## src/rtl/somador_pkg.sv

```systemverilog
// somador_unit shared package: default operand width and data type.
// Build option SOMADOR_FLAGS_EN adds the cout/ovf flag outputs.
package somador_pkg;

  localparam int SOMADOR_WIDTH_DEF = 4;

  typedef logic [SOMADOR_WIDTH_DEF-1:0] somador_data_t;

endpackage

```

## src/rtl/somador_fa.sv

```systemverilog
// somador_fa: 1-bit full adder cell of the ripple chain.
// Ports: a, b, cin in; s (sum), cout (carry) out.
module somador_fa (
  input  logic a,
  input  logic b,
  input  logic cin,
  output logic s,
  output logic cout
);

  logic p;

  assign p    = a ^ b;
  assign s    = p ^ cin;
  assign cout = (a & b) | (cin & p);

endmodule

```

## src/rtl/somador_unit.sv

```systemverilog
// somador_unit: registered WIDTH-bit ripple-carry adder, 1-cycle latency.
// Ports: clk, rst (sync, active-high), in_valid, ia, ib -> out, out_valid;
// cout/ovf exist only when SOMADOR_FLAGS_EN is defined.
module somador_unit
  import somador_pkg::*;
#(
  parameter int WIDTH = SOMADOR_WIDTH_DEF
) (
  input  logic             clk,
  input  logic             rst,
  input  logic             in_valid,
  input  logic [WIDTH-1:0] ia,
  input  logic [WIDTH-1:0] ib,
  output logic [WIDTH-1:0] out,
`ifdef SOMADOR_FLAGS_EN
  output logic             cout,
  output logic             ovf,
`endif
  output logic             out_valid
);

  logic [WIDTH:0]   c;
  logic [WIDTH-1:0] sum_d;
  logic [WIDTH-1:0] sum_q;
  logic             valid_q;

  assign c[0] = 1'b0;

  for (genvar i = 0; i < WIDTH; i++) begin : g_fa
    somador_fa u_fa (
      .a    (ia[i]),
      .b    (ib[i]),
      .cin  (c[i]),
      .s    (sum_d[i]),
      .cout (c[i+1])
    );
  end

  always_ff @(posedge clk) begin
    if (rst) begin
      sum_q   <= '0;
      valid_q <= 1'b0;
    end else begin
      valid_q <= in_valid;
      if (in_valid) sum_q <= sum_d;
    end
  end

  assign out       = sum_q;
  assign out_valid = valid_q;

`ifdef SOMADOR_FLAGS_EN
  logic cout_d, cout_q;
  logic ovf_d, ovf_q;

  // Carries into and out of the sign bit differ exactly on signed overflow.
  assign cout_d = c[WIDTH];
  assign ovf_d  = c[WIDTH] ^ c[WIDTH-1];

  always_ff @(posedge clk) begin
    if (rst) begin
      cout_q <= 1'b0;
      ovf_q  <= 1'b0;
    end else if (in_valid) begin
      cout_q <= cout_d;
      ovf_q  <= ovf_d;
    end
  end

  assign cout = cout_q;
  assign ovf  = ovf_q;
`else
  logic carry_unused;
  assign carry_unused = ^c;
`endif

endmodule

```

## config.mk

```make
export PLATFORM = sky130hd
export DESIGN_NAME = somador_unit
export DESIGN_NICKNAME = d
export VERILOG_FILES = /design/src/rtl/somador_pkg.sv /design/src/rtl/somador_fa.sv /design/src/rtl/somador_unit.sv
export SDC_FILE = /design/constraint.sdc
export NUM_CORES = 1
export LEC_CHECK = 0
export BUFFER_PORTS_ARGS = -buffer_cell sky130_fd_sc_hd__buf_2
export CAP_MARGIN = 25
export CORE_AREA = 4 4 41 43
export DETAILED_ROUTE_END_ITERATION = 8
export DIE_AREA = 0 0 45 47
export GPL_TIMING_DRIVEN = 1
export PLACE_DENSITY = 0.38
export SKIP_CTS_REPAIR_TIMING = 1
export SYNTH_ARGS = -nofsm -noshare
export SYNTH_HDL_FRONTEND = slang
export SYNTH_SLANG_ARGS = --single-unit
export TNS_END_PERCENT = 30
```

## constraint.sdc

```tcl
create_clock -name clk -period 1.6 [get_ports clk]
set_input_delay 0 -clock clk [delete_from_list [all_inputs] [get_ports clk]]
set_output_delay 0 -clock clk [all_outputs]
set_load 0.02 [all_outputs]
```

==> Word level (Yosys, flattened, before mapping) <==
Cells that the tools add are included.
{ "totals": {"in_bits": 11, "regBits": 5, "out_inout_bits": 5} }
{ "classes": {"n_bitwise": 14} }
{ "ops": {"columns": ["op", "n"], "rows": [
  ["XOR 1 bit", 7],
  ["AND 1 bit", 5],
  ["bitwise OR 1 bit", 2]
]} }

==> Logic depth before layout (Yosys ltp) <==
{ "logic_depth": {"ltp_word": 6, "depth_mapped": 6} }

==> Modules after synthesis <==
A second synthesis with hierarchy kept.
{ "hier_totals": {"hier_cells": 20, "hier_area_um2": 256.5} }
{ "modules_own_cells": {"columns": ["mod", "cells_each", "instances", "area_per_inst_um2"], "rows": [
  ["somador_unit", 16, 1, 176.4],
  ["somador_fa", 1, 4, 20.0]
]} }

==> Worst setup path after synthesis <==
Ideal clock, no wire load.
{ "synth_timing": {"kind": "input -> register", "from": "input ia[0]", "to": "register sum_q[3] (netlist: out[3])", "stages": 6, "slack_ns": 0.213, "path_buffers": 0, "arrival_ns": 1.272, "setup_time_ns": 0.114, "path_cell_list": "ha_1 > fa_1 > fa_1 > xor3_1 > mux2i_1 > nor2_1"} }
{ "synth_via": {"elab_chain_cells": 6} }
{ "synth_lines": {"columns": ["element", "line_no", "source"], "rows": [
  ["start: declaration", "somador_unit.sv:12", "input logic [WIDTH-1:0] ia,"],
  ["AND 1 bit (2 in a row)", "somador_fa.sv:15", "assign cout = (a & b) | (cin & p);"],
  ["bitwise OR 1 bit", "somador_fa.sv:15", null],
  ["AND 1 bit", "somador_fa.sv:15", null],
  ["bitwise OR 1 bit", "somador_fa.sv:15", null],
  ["XOR 1 bit", "somador_fa.sv:14", "assign s = p ^ cin;"],
  ["end signal: assignment", "somador_unit.sv:45", "if (in_valid) sum_q <= sum_d;"],
  ["end: declaration", "somador_unit.sv:24", "logic [WIDTH-1:0] sum_q;"]
]} }
Every way passes these cells.
A chain may end at the register's enable or synchronous reset.

==> Final worst setup path <==
Same ends and word-level chain as after synthesis.

==> metrics <==
run status=finished, final reports clean; Core ar.=0.00130 mm²; clock skew=0 ns; Worst Setup SP=ia[0]; setup TNS=0 ns; initial DRC count=0; Antenna Cells=0; syn_area_per_cell=approximately 13 µm²; Slew HR=90.1%; Post-synth top cells=dfxtp_1, mux2i_1, nor2_1; Root Buffer=clkbuf_4; Post-synth EDFFs=0; Design Area, Final=369 µm²; Vias=approximately 200; NetSw=0.0994 mW; IO Pins=16; worst path required time=approximately 1.7 ns; Initial Util=18.7%; final slew viol count=0; port bufs=15; Area contributors post-synth=dfxtp_1, fa_1, mux2i_1; row count=13; sequential-to-total area share from yosys stat=slightly above 40%; post-DR wirelength/cell=around 11 µm; Congestion Overflow GR=0; sequential standard cell area=100 µm²; cts bufs inserted=3; vias in the first global route=205; Power Density=991 mW/mm²; internal power=0.267 mW; Fillers=150; sequential group share of total power=38.4%; Hold Startpoint=in_valid; multi-input logic area=138 µm²; die height=47 µm; first-pass GRT wire length=821 µm; Synth cell types=8; CP Launch Type=primary input; Max clock buf depth=2; GRT Total Usage=5.87%; clock-pin slew on the worst setup and hold paths=0.05 ns; largest net degree at the start of global routing=6; cell taking the most area after synthesis=dfxtp_1; WHS=0.0860 ns; Pre-antenna DRT Iters=1; count of final setup violators=0; die area=0.00212 mm²; WP data arrival=1.46 ns; dpl cell area=332 µm²; RR Startpoint=out[0]$_SDFFE_PP0P_; share of layout cells above drive strength 1=50.0%; Mapped Area=243 µm²; RePlAce Congestion=0.619; Static Leak=0.199 nW; unrepaired setup endpoints after global routing=false; Clk Latency, worst-skew pair=0.24 ns; Switching Share=27.2%; DR DRC count=0; Worst-Margin Slew=between 0.1 and 0.15 ns; Clock Sinks=5; # nets final=between 50 and 60; Clk pwr share=39.8%; synthesis warning total=0; fin crit share=82.9%; DIE WIDTH=45 µm; ys flop type=dfxtp_1; post-layout util=28.4%; Final Hold Vio Count=0; Worst setup EP type=register; initial antenna violation count=0; Synth Net Count=33; Synth Instances=19; post-synthesis register bit count=5; asr flop ratio synth=0%; Worst Path Max Fanout=1; top-count cell post-synth=dfxtp_1; Period minus WS final=~1.3 ns; Vias/cell=3.85; FMAX=approximately 750 MHz; Area Growth Syn to Fin=52.1%; post-route ant nets=0; Comb pwr share=a little over a fifth; Synth top area share=about two fifths; Crit Path Category=in2reg; Routed Wire Length=557 µm; Power Total=0.366 mW; H-tree depth=1; MaxCap Viol Count=0; Detail Placement HPWL=468 µm; peak supply drop=0.000364 V; worst hold path class=in2reg; CTS tree=done
## stage by stage
stage	cells	setup slack (ns)
floorplan	19	0.213
global placement	48	0.0472
detailed placement	48	0.00123
CTS	52	0.250
global route	53	0.172
finish	53	0.274
## worst max-delay path, cell delays in order
cell	delay [ns]
buf_2	0.10
ha_1	0.20
fa_1	0.39
fa_1	0.38
xor3_1	0.19
mux2i_1	0.14
nor2_1	0.05
## cells by family (layout without fill, tap and decap cells)
logic type / count (synthesis) / in the layout / synth area share (%)
adders and majority gates: 3 / 3 / 21.6
xor gates and xnor gates: 1 / 1 / 9.79
buffers and inverters: 1 / 20 / 2.06
DFF: 5 / 5 / 41.2
and+or+nand+nor: 5 / 5 / 8.76
muxes: 4 / 4 / 16.5
## sequential cells by signal (all words and copies together) (netlist names)
name / flops
out_valid: 1
out: 4
## cells in the final DEF (no fill, tap or decap)
| cell | count |
|---|---|
| dlygate4sd3_1 | 1 |
| buf_2 | 15 |
| xor3_1 | 1 |
| nor2b_1 | 1 |
| clkinv_2 | 1 |
| clkbuf_4 | 3 |
| fa_1 | 2 |
| nor2_1 | 4 |
| mux2i_1 | 4 |
| dfxtp_1 | 5 |
| ha_1 | 1 |
## cell type report
type	count	share of cell area, %
Sequential cell	5	27.1
Multi-Input combinational cell	13	37.3
Clock buffer	3	6.10
Tap cell	15	5.08
Clock inverter	1	1.36
Timing Repair Buffer	16	23.1
## routing by layer
layer | up-vias | global-route usage, % | wire length [µm]
li1 | 101 | - | -
met1 | 94 | 5.52 | 190
met2 | 9 | 8.76 | 281
met3 | 0 | 4.98 | 85
met4 | 0 | 3.51 | 0
met5 | - | 0 | 0
## path summary, 6_finish.rpt
| kind | end | slack [ns] | cells past startpoint |
|---|---|---|---|
| worst min register to register | out[1]$_SDFFE_PP0P_ | 0.49 | 2 |
| worst max-delay path | out[3]$_SDFFE_PP0P_ | 0.27 | 7 |
| worst min-delay path | out_valid$_SDFF_PP0_ | 0.09 | 2 |
| worst max register to register | out[0]$_SDFFE_PP0P_ | 1.00 | 2 |
## power groups by stage
stage	logic [mW]	registers, mW	clock network [mW]
2_1_floorplan	0.0334	0.157	0
3_3_place_gp	0.0783	0.143	0
3_5_place_dp	0.0800	0.143	0
4_1_cts	0.0808	0.141	0.154
5_1_grt	0.0904	0.142	0.163
6_report	0.0800	0.140	0.146
(Power assumes the default switching activity.)
